<file path="src/rtl/rrf_alloc_ctrl_pkg.sv">
// Shared constants for the rename-register-file allocator: default geometry and FSM encoding.
package rrf_alloc_ctrl_pkg;

  localparam int RRF_ENT_NUM_DEF = 64;
  localparam int RRF_ENT_SEL_DEF = 6;

  typedef enum logic {
    RUN     = 1'b0,
    RECOVER = 1'b1
  } state_e;

endpackage

</file>
<file path="src/rtl/rrf_alloc_ctrl_if.sv">
// Dispatch / commit / status bundle between the dispatch stage and the RRF allocator.
interface rrf_alloc_ctrl_if
  import rrf_alloc_ctrl_pkg::*;
#(
  parameter int RRF_ENT_SEL = RRF_ENT_SEL_DEF
);
  logic                   i_req_vld_1;
  logic                   i_req_vld_2;
  logic                   o_dp_vld_1;
  logic                   o_dp_vld_2;
  logic [RRF_ENT_SEL-1:0] o_dp_ptr_1;
  logic [RRF_ENT_SEL-1:0] o_dp_ptr_2;
  logic                   o_stall;
  logic [1:0]             i_com_num;
  logic                   i_flush;
  logic [RRF_ENT_SEL:0]   o_freenum;
  logic                   o_err;

  modport slave (
    input  i_req_vld_1, i_req_vld_2, i_com_num, i_flush,
    output o_dp_vld_1, o_dp_vld_2, o_dp_ptr_1, o_dp_ptr_2, o_stall, o_freenum, o_err
  );

  modport master (
    output i_req_vld_1, i_req_vld_2, i_com_num, i_flush,
    input  o_dp_vld_1, o_dp_vld_2, o_dp_ptr_1, o_dp_ptr_2, o_stall, o_freenum, o_err
  );
endinterface

</file>
<file path="src/rtl/rrf_alloc_ctrl.sv">
// Rename-register-file allocator: in-order ring of entries, dual-slot all-or-nothing grant, flush recovery.
// Optional stall-cycle counter o_stall_cnt is built when RRF_ALLOC_PERF_EN is defined.
module rrf_alloc_ctrl
  import rrf_alloc_ctrl_pkg::*;
#(
  parameter int RRF_ENT_NUM = RRF_ENT_NUM_DEF,
  parameter int RRF_ENT_SEL = RRF_ENT_SEL_DEF
) (
  input  logic                  clk,
  input  logic                  rst,
  rrf_alloc_ctrl_if.slave       bus
`ifdef RRF_ALLOC_PERF_EN
  ,
  output logic [31:0]           o_stall_cnt
`endif
);

  localparam logic [RRF_ENT_SEL:0] FULL_CNT = (RRF_ENT_SEL+1)'(RRF_ENT_NUM);

  state_e                 r_state, w_state_next;
  logic [RRF_ENT_SEL-1:0] r_dpptr, r_comptr, w_comptr_next;
  logic [RRF_ENT_SEL:0]   r_freenum, w_live;
  logic                   r_err;
  logic                   w_req_bad, w_grant, w_stall, w_com_bad;
  logic [1:0]             w_req_num, w_alloc_num, w_com_num;

  // Slot 2 alone is malformed: treated as no request and flagged.
  assign w_req_bad = bus.i_req_vld_2 & ~bus.i_req_vld_1;
  assign w_req_num = w_req_bad ? 2'd0 : ({1'b0, bus.i_req_vld_1} + {1'b0, bus.i_req_vld_2});

  assign w_grant = ~rst && (r_state == RUN) && ~bus.i_flush && (w_req_num != 2'd0) &&
                   (r_freenum >= (RRF_ENT_SEL+1)'(w_req_num));
  assign w_stall = ~rst && (w_req_num != 2'd0) && ~w_grant;
  assign w_alloc_num = w_grant ? w_req_num : 2'd0;

  // Retiring more than the live count means an unallocated entry was committed.
  assign w_live        = FULL_CNT - r_freenum;
  assign w_com_bad     = (r_state == RUN) && ((RRF_ENT_SEL+1)'(bus.i_com_num) > w_live);
  assign w_com_num     = ((r_state == RUN) && !w_com_bad) ? bus.i_com_num : 2'd0;
  assign w_comptr_next = r_comptr + RRF_ENT_SEL'(w_com_num);

  assign bus.o_dp_vld_1 = w_grant & bus.i_req_vld_1;
  assign bus.o_dp_vld_2 = w_grant & bus.i_req_vld_2;
  assign bus.o_dp_ptr_1 = r_dpptr;
  assign bus.o_dp_ptr_2 = r_dpptr + RRF_ENT_SEL'(1);
  assign bus.o_stall    = w_stall;
  assign bus.o_freenum  = r_freenum;
  assign bus.o_err      = r_err;

  always_ff @(posedge clk or posedge rst) begin
    if (rst) r_state <= RUN;
    else     r_state <= w_state_next;
  end

  // NOTE: every variable of a combinational block gets a default first so no latch is inferred.
  always_comb begin
    w_state_next = r_state;
    case (r_state)
      RUN:     if (bus.i_flush) w_state_next = RECOVER;
      RECOVER: w_state_next = bus.i_flush ? RECOVER : RUN;
      default: w_state_next = RUN;
    endcase
  end

  // NOTE: sequential state uses non-blocking assignments so all registers update from pre-edge values.
  always_ff @(posedge clk or posedge rst) begin
    if (rst) begin
      r_dpptr   <= '0;
      r_comptr  <= '0;
      r_freenum <= FULL_CNT;
      r_err     <= 1'b0;
    end else begin
      r_comptr <= w_comptr_next;
      if ((r_state == RUN) && bus.i_flush) begin
        r_dpptr   <= w_comptr_next;
        r_freenum <= FULL_CNT;
      end else begin
        r_dpptr   <= r_dpptr + RRF_ENT_SEL'(w_alloc_num);
        r_freenum <= r_freenum - (RRF_ENT_SEL+1)'(w_alloc_num) + (RRF_ENT_SEL+1)'(w_com_num);
      end
      if (w_com_bad || w_req_bad) r_err <= 1'b1;
    end
  end

`ifdef RRF_ALLOC_PERF_EN
  always_ff @(posedge clk or posedge rst) begin
    if (rst)                             o_stall_cnt <= '0;
    else if (w_stall && ~&o_stall_cnt)   o_stall_cnt <= o_stall_cnt + 32'd1;
  end
`endif

endmodule
</file>
<file path="src/flat_wrapper.sv">
// flat-port wrapper written by rule: the top's interface ports become plain ports
module rrf_alloc_ctrl_flat import rrf_alloc_ctrl_pkg::*;
#(
  parameter int RRF_ENT_NUM = RRF_ENT_NUM_DEF,
  parameter int RRF_ENT_SEL = RRF_ENT_SEL_DEF
)
  (clk, rst, bus_i_req_vld_1, bus_i_req_vld_2, bus_i_com_num, bus_i_flush, bus_o_dp_vld_1, bus_o_dp_vld_2, bus_o_dp_ptr_1, bus_o_dp_ptr_2, bus_o_stall, bus_o_freenum, bus_o_err);
  rrf_alloc_ctrl_if #(.RRF_ENT_SEL(RRF_ENT_SEL)) bus_i ();
  input  logic clk;
  input  logic rst;
  input wire logic [$bits(bus_i.i_req_vld_1)-1:0] bus_i_req_vld_1;
  input wire logic [$bits(bus_i.i_req_vld_2)-1:0] bus_i_req_vld_2;
  input wire logic [$bits(bus_i.i_com_num)-1:0] bus_i_com_num;
  input wire logic [$bits(bus_i.i_flush)-1:0] bus_i_flush;
  output wire logic [$bits(bus_i.o_dp_vld_1)-1:0] bus_o_dp_vld_1;
  output wire logic [$bits(bus_i.o_dp_vld_2)-1:0] bus_o_dp_vld_2;
  output wire logic [$bits(bus_i.o_dp_ptr_1)-1:0] bus_o_dp_ptr_1;
  output wire logic [$bits(bus_i.o_dp_ptr_2)-1:0] bus_o_dp_ptr_2;
  output wire logic [$bits(bus_i.o_stall)-1:0] bus_o_stall;
  output wire logic [$bits(bus_i.o_freenum)-1:0] bus_o_freenum;
  output wire logic [$bits(bus_i.o_err)-1:0] bus_o_err;
  assign bus_i.i_req_vld_1 = bus_i_req_vld_1;
  assign bus_i.i_req_vld_2 = bus_i_req_vld_2;
  assign bus_i.i_com_num = bus_i_com_num;
  assign bus_i.i_flush = bus_i_flush;
  assign bus_o_dp_vld_1 = bus_i.o_dp_vld_1;
  assign bus_o_dp_vld_2 = bus_i.o_dp_vld_2;
  assign bus_o_dp_ptr_1 = bus_i.o_dp_ptr_1;
  assign bus_o_dp_ptr_2 = bus_i.o_dp_ptr_2;
  assign bus_o_stall = bus_i.o_stall;
  assign bus_o_freenum = bus_i.o_freenum;
  assign bus_o_err = bus_i.o_err;
  rrf_alloc_ctrl #(.RRF_ENT_NUM(RRF_ENT_NUM), .RRF_ENT_SEL(RRF_ENT_SEL)) u_core (.clk(clk), .rst(rst), .bus(bus_i));
endmodule
</file>
<file path="config.mk">
export PLATFORM = sky130hd
export DESIGN_NAME = rrf_alloc_ctrl_flat
export DESIGN_NICKNAME = d
export VERILOG_FILES = /design/src/rtl/rrf_alloc_ctrl_pkg.sv /design/src/rtl/rrf_alloc_ctrl_if.sv /design/src/rtl/rrf_alloc_ctrl.sv /design/src/flat_wrapper.sv
export SDC_FILE = /design/constraint.sdc
export NUM_CORES = 1
export LEC_CHECK = 0
export CORE_ASPECT_RATIO = 0.6
export CORE_UTILIZATION = 53
export CTS_CLUSTER_SIZE = 12
export DETAILED_ROUTE_END_ITERATION = 10
export PLACE_DENSITY = 0.8
export SYNTH_ARGS = -nofsm -noshare
export SYNTH_HDL_FRONTEND = slang
export SYNTH_SLANG_ARGS = --single-unit
</file>
<file path="constraint.sdc">
create_clock -name clk -period 3.7 [get_ports clk]
set_clock_uncertainty 0.05 [all_clocks]
set_input_delay 0.74 -clock clk [delete_from_list [all_inputs] [get_ports clk]]
set_output_delay 0.74 -clock clk [all_outputs]
set_load 0.05 [all_outputs]
</file>
* After elaboration in Yosys (flattened, before gate mapping) *
Index checks and enable logic that the tools add are counted.

cells by class
  add/subtract/negate cells = 7
  order comparisons = 2
  mux-type cells = 6
  bitwise gates (word level) = 8
  reductions and logical operators = 12

operator list
  kind                   count
  $add A6 B2 Y6          2
  $logic_and A1 B1 Y1    9
  $add A7 B2 Y7          1
  $ge A7 B2 Y1           1
  $gt A2 B7 Y1           1
  $mux W7                1
  $sub A7 B2 Y7          1
  $sub A7 B7 Y7 const A  1
  $add A6 B1 Y6 const B  1
  $mux W2                3
  $mux W6                1
  $not A1 Y1             5
  $and A1 B1 Y1          3
  $add A1 B1 Y2          1
  $reduce_bool A2 Y1     1
  $logic_not A1 Y1       1
  $logic_or A1 B1 Y1     1
  $mux W1                1

word-level totals
  register bits = 21
  bits of input ports = 7
  output and inout bits = 23
  word-level logic and storage cells = 40

* Longest topological paths before layout *
  depth after elaboration = 10
  mapped depth = 15
  mapped depth without buffers = 15

* Worst setup path after synthesis *
No wires, ideal clock.

  path kind = flip-flop to flip-flop
  start = register u_core.r_freenum[0], in the netlist u_core.bus.o_freenum[0]
  end = register u_core.r_freenum[6], in the netlist u_core.bus.o_freenum[6]
  setup time = 62 ps
  arrival time = 3876 ps
  required time = 3588 ps
  slack = -288 ps
  stages on the path, launching flop included = 14
  buffers on the path = 0
  clock period less this slack = 3988 ps
  cell sequence = dfrtp_1 > inv_1 > ha_1 > and4b_1 > o21ai_2 > a2111oi_4 > and2_1 > fa_1 > inv_1 > fa_1 > a21oi_1 > o31ai_1 > mux2i_1 > o311a_1

on the way
  cells in the longest elaborated chain, start to end = 8
  elaborated cells on any way between the ends = 12
  those cells by class = 3 x add/sub; 2 x order compare; 3 x mux; 4 x reduce/logical

RTL lines
  what                      line                  text
  start: declaration        rrf_alloc_ctrl.sv:22  logic [RRF_ENT_SEL:0] r_freenum, w_live;
  start signal: assignment  rrf_alloc_ctrl.sv:79  r_freenum <= r_freenum - (RRF_ENT_SEL+1)'(w_alloc_num) + (RRF_ENT_SEL+1)'(w_com_num);
  $sub A7 B7 Y7             rrf_alloc_ctrl.sv:37  assign w_live = FULL_CNT - r_freenum;
  $gt A2 B7 Y1              rrf_alloc_ctrl.sv:38  assign w_com_bad = (r_state == RUN) && ((RRF_ENT_SEL+1)'(bus.i_com_num) > w_live);
  $logic_and A1 B1 Y1       rrf_alloc_ctrl.sv:38
  $logic_not A1 Y1          rrf_alloc_ctrl.sv:39  assign w_com_num = ((r_state == RUN) && !w_com_bad) ? bus.i_com_num : 2'd0;
  $logic_and A1 B1 Y1       rrf_alloc_ctrl.sv:39
  $mux W2                   rrf_alloc_ctrl.sv:39
  $add A7 B2 Y7 (*)         rrf_alloc_ctrl.sv:79
  $mux W7 (*)               rrf_alloc_ctrl.sv:74  if ((r_state == RUN) && bus.i_flush) begin

Every way passes the cells marked *; elsewhere a longest branch is shown, timed or not.
A chain may end at the register's enable or synchronous reset.

* Worst setup path after layout *
  start = input port bus_i_req_vld_1
  end = register u_core.r_freenum[6], in the netlist u_core.bus.o_freenum[6]

on the way
  cells in the longest elaborated chain, start to end = 10
  elaborated cells on any way between the ends = 12
  those cells by class = 3 x add/sub; 1 x order compare; 3 x mux; 2 x bitwise; 3 x reduce/logical

RTL lines
  what                                                                  line                  text
  start: declaration                                                    flat_wrapper.sv:11    input wire logic [$bits(bus_i.i_req_vld_1)-1:0] bus_i_req_vld_1;
  $not A1 Y1                                                            rrf_alloc_ctrl.sv:28  assign w_req_bad = bus.i_req_vld_2 & ~bus.i_req_vld_1;
  $and A1 B1 Y1                                                         rrf_alloc_ctrl.sv:28
  $mux W2 (*)                                                           rrf_alloc_ctrl.sv:29  assign w_req_num = w_req_bad ? 2'd0 : ({1'b0, bus.i_req_vld_1} + {1'b0, bus.i_req_vld_2});
  parallel branches: the longest is 3 deep, another holds $ge A7 B2 Y1  n/a
  $mux W2 (*)                                                           rrf_alloc_ctrl.sv:34  assign w_alloc_num = w_grant ? w_req_num : 2'd0;
  $sub A7 B2 Y7 (*)                                                     rrf_alloc_ctrl.sv:79
  $add A7 B2 Y7 (*)                                                     rrf_alloc_ctrl.sv:79
  $mux W7 (*)                                                           rrf_alloc_ctrl.sv:74

Mark *: on every way between the ends.

==> summary.txt <==
Timing
  – Final setup vio count: 0
  – Worst-margin pin slew: 0.561 ns
  – Minimum clock period: 3.64 ns
  – FMAX: 0.275 GHz
  – Slew Limit Headroom: 62.6%
  – Count of pins over their slew limit: 0
  – Final hold vios: 0
  – RSZ-0062 raised after global routing: yes
  – Final period util: 98.4%

Critical path
  – Worst-path cell chain: clkdlybuf4s15_2 -> inv_12 -> nor2_4 -> ha_1 -> and4b_1 -> o21ai_2 -> a2111oi_4 -> and2_4 -> ha_1 -> inv_1 -> ha_2 -> fa_2 -> a21oi_2 -> o31ai_2 -> mux2i_1 -> o311a_1
  – R2R Setup Slk: 0.14 ns
  – CP Launch Type: input pin
  – Worst-case reg-to-reg path depth: 13
  – Critical Path Slowest Stage Cell: a2111oi_4
  – Slowest cell delay on critical path: 0.40 ns
  – Setup CP Type: in -> reg
  – CP max FO: 4
  – Reg2Reg Capture Point: u_core.bus.o_freenum[6]
  – Worst Path Buf+Inv: 3
  – R2R Path Start: u_core.bus.o_freenum[2]
  – Critical Path RT: 3.87 ns
  – Crit path max-delay family: compound AO/OA/AOI/OAI gates
  – Crit path arrival time: 3.81 ns
  – Cell mode on critical path: ha_1
  – Element type at the critical path end: flop

Drt
  – Iter 0 DRT Violations: 119
  – First-pass DRT Iterations: 4
  – Antenna viol nets, final: 0
  – Post-Route WL: 4900 um
  – Post-DR vias/cell: 5.89
  – Post-route DRC violation count: 0
  – Via count: 1555
  – Routed wire per std cell: 18.5 um

Yosys
  – Avg Cell Area, Syn: 9.66 um^2
  – Most used DFF post-synth: dfrtp_1
  – EDFF count, synth: 0
  – Mapped Cells: 175
  – Sequential-to-total area share from yosys stat: 31.2%
  – Warnings from Yosys: 0
  – Synthesized area: 0.00169 mm^2
  – Number of synthesized register bits: 21
  – Synth cell types: 46
  – Syn_nets: 208
  – Async SR Flop Fraction: 100%

Placed design
  – Placed instance area: 0.00220 mm^2
  – Final GP Congestion: 0.820
  – Port Buf Inserts: 29
  – DPL Wire Length: 3750 um

Clock tree
  – Skew-Pair Late Insertion Delay: 0.27 ns
  – CTS H-tree depth: 1
  – TritonCTS clock tree: yes
  – Root Buffer: clkbuf_8
  – Num CTS Buffers: 3
  – CTS Hold Bufs: 0
  – Sink Count: 21
  – Clk slew on worst S/H paths: 0.09 ns
  – Clk buf depth: 2

GRT
  – Largest net degree at the start of global routing: 22
  – Global-route wire length before repair: 7670 um
  – Via count of the first global-routing pass: 1510
  – Total grt overflow: 0
  – Gr usage total: 31.8%
  – Initial antenna violation count: 0

Layout
  – Final design instance area without fill: 0.00226 mm^2
  – Register Area: 532 um^2
  – Ant diodes: 0
  – Commonest non-fill, non-tap cell in the layout: clkdlybuf4s50_1
  – Fillcell total: 204
  – Area occupied by multi-input gates: 0.00110 mm^2
  – Fraction of layout cells with a size suffix above 1: 23.9%
  – Fin nets: 256
  – Most frequent cells in the layout: clkdlybuf4s50_1 (24), ha_1 (21), inv_1 (18), buf_4 (18), dfrtp_1 (16)
  – Layout overhead on the synthesized area: 34.0%

Die
  – Die width: 74.9 um
  – Die height: 45.7 um
  – Row cnt: 15
  – Core box area: 0.00295 mm^2
  – IO Pins: 30
  – Die area: 0.00343 mm^2
  – Initial core utilization: 57.4%

Run status
  – Status: finished clean

Hold path
  – Hold Crit Class: reg -> reg
  – Depth of the worst hold-timing path: 2
  – Worst Hold End: u_core.bus.o_err
  – Hold_sp: u_core.bus.o_err

Job
  – # Max-Cap Violations: 0
repair_timing:
item | 4_1_cts | 5_1_grt
setup buffers | 0 | 1
setup endpoints to repair | 6 | 3
hold endpoints to repair | 0 | 0
pin swaps | 1 | 3
gates resized for setup | 6 | 5
synth_stat cells, types with 2 or more instances:
| cell type | number | area [um^2] |
|---|---|---|
| dfrtp_1 | 20 | 500 |
| or2_2 | 2 | 12.5 |
| xnor2_1 | 7 | 61.3 |
| inv_1 | 21 | 78.8 |
| nor2b_1 | 3 | 18.8 |
| xor2_1 | 9 | 78.8 |
| fa_1 | 4 | 80.1 |
| nand2_1 | 10 | 37.5 |
| mux2_2 | 2 | 22.5 |
| o311a_1 | 2 | 20.0 |
| nor4b_1 | 3 | 26.3 |
| nand3_1 | 5 | 25.0 |
| nand4b_1 | 2 | 17.5 |
| nor3_1 | 2 | 10.0 |
| buf_2 | 2 | 10.0 |
| nand2b_1 | 4 | 25.0 |
| o21ai_0 | 6 | 30.0 |
| a31oi_1 | 2 | 12.5 |
| ha_1 | 22 | 275 |
| a21oi_1 | 7 | 35.0 |
| and2_1 | 5 | 31.3 |
| nor2_1 | 11 | 41.3 |
logic make-up (layout without fill, tap and decap cells):
logic type | count (synthesis) | in the layout | share of synthesized area, %
AND/OR/NAND/NOR | 55 | 55 | 18.8
AO/OA/AOI/OAI | 30 | 30 | 13.3
adder cells (fa/ha/maj) | 26 | 26 | 21.0
buffers and inverters | 24 | 71 | 5.48
flip-flops | 21 | 21 | 31.2
XOR/XNOR | 16 | 16 | 8.29
multiplexers | 3 | 3 | 1.92
metrics by stage:
step	hold WS, ns	instances	TNS [ns]	utilization, %	setup slack (ns)
final	0.443	264	0	76.9	0.0608
after global routing	0.471	264	-0.0843	76.9	-0.0460
after CTS	0.448	263	0	76.5	0.0167
after detailed placement	0.427	259	-3.12	74.6	-0.546
after global placement	0.419	259	-1.65	74.6	-0.381
after floorplan	0.383	175	-0.196	-	-0.196
final cells by class:
type / instances / area share [%]
Multi-Input combinational cell: 130 / 48.6
Sequential cell: 21 / 23.5
Timing Repair Buffer: 46 / 19.2
Inverter: 21 / 4.20
Tap cell: 42 / 2.32
Clock buffer: 3 / 1.82
Clock inverter: 1 / 0.331
state kept, by name, indices dropped and copies added, names as in the netlist:
register,flops
u_core.bus.o_dp_ptr_1,6
u_core.bus.o_err,1
u_core.bus.o_freenum,7
u_core.r_comptr,6
u_core.r_state,1
how the worst max path moves through the flow:
stage / start / end / slack [ns] / depth (start not counted)
final: bus_i_req_vld_1 / u_core.bus.o_freenum[6] / 0.06 / 16
after global routing: bus_i_req_vld_1 / u_core.bus.o_freenum[6] / -0.05 / 16
after CTS: bus_i_com_num[0] / u_core.bus.o_freenum[6] / 0.02 / 14
after detailed placement: bus_i_req_vld_1 / u_core.bus.o_freenum[6] / -0.55 / 16
after global placement: bus_i_req_vld_1 / u_core.bus.o_freenum[6] / -0.38 / 16
after floorplan: bus_i_req_vld_1 / u_core.bus.o_freenum[6] / -0.20 / 14
worst register-to-register path, delay by kind of cell (launching register included):
family | cells | cell delay (ns)
mux | 1 | 0.22
buf+inv | 2 | 0.23
compound gates | 6 | 1.11
fa+ha+maj | 3 | 0.94
simple gates | 1 | 0.44
flops | 1 | 0.51
metal layers:
layer / global-route usage [%] / vias up / part of all wire, %
li1: - / 694 / -
met1: 44.7 / 767 / 44
met2: 51.9 / 80 / 47
met3: 4.20 / 14 / 7.5
met4: 9.43 / 0 / 1.8
met5: 0 / - / 0
Power is not shown: default switching activity piles up to over one toggle a cycle in this logic, so the estimate is an artifact.
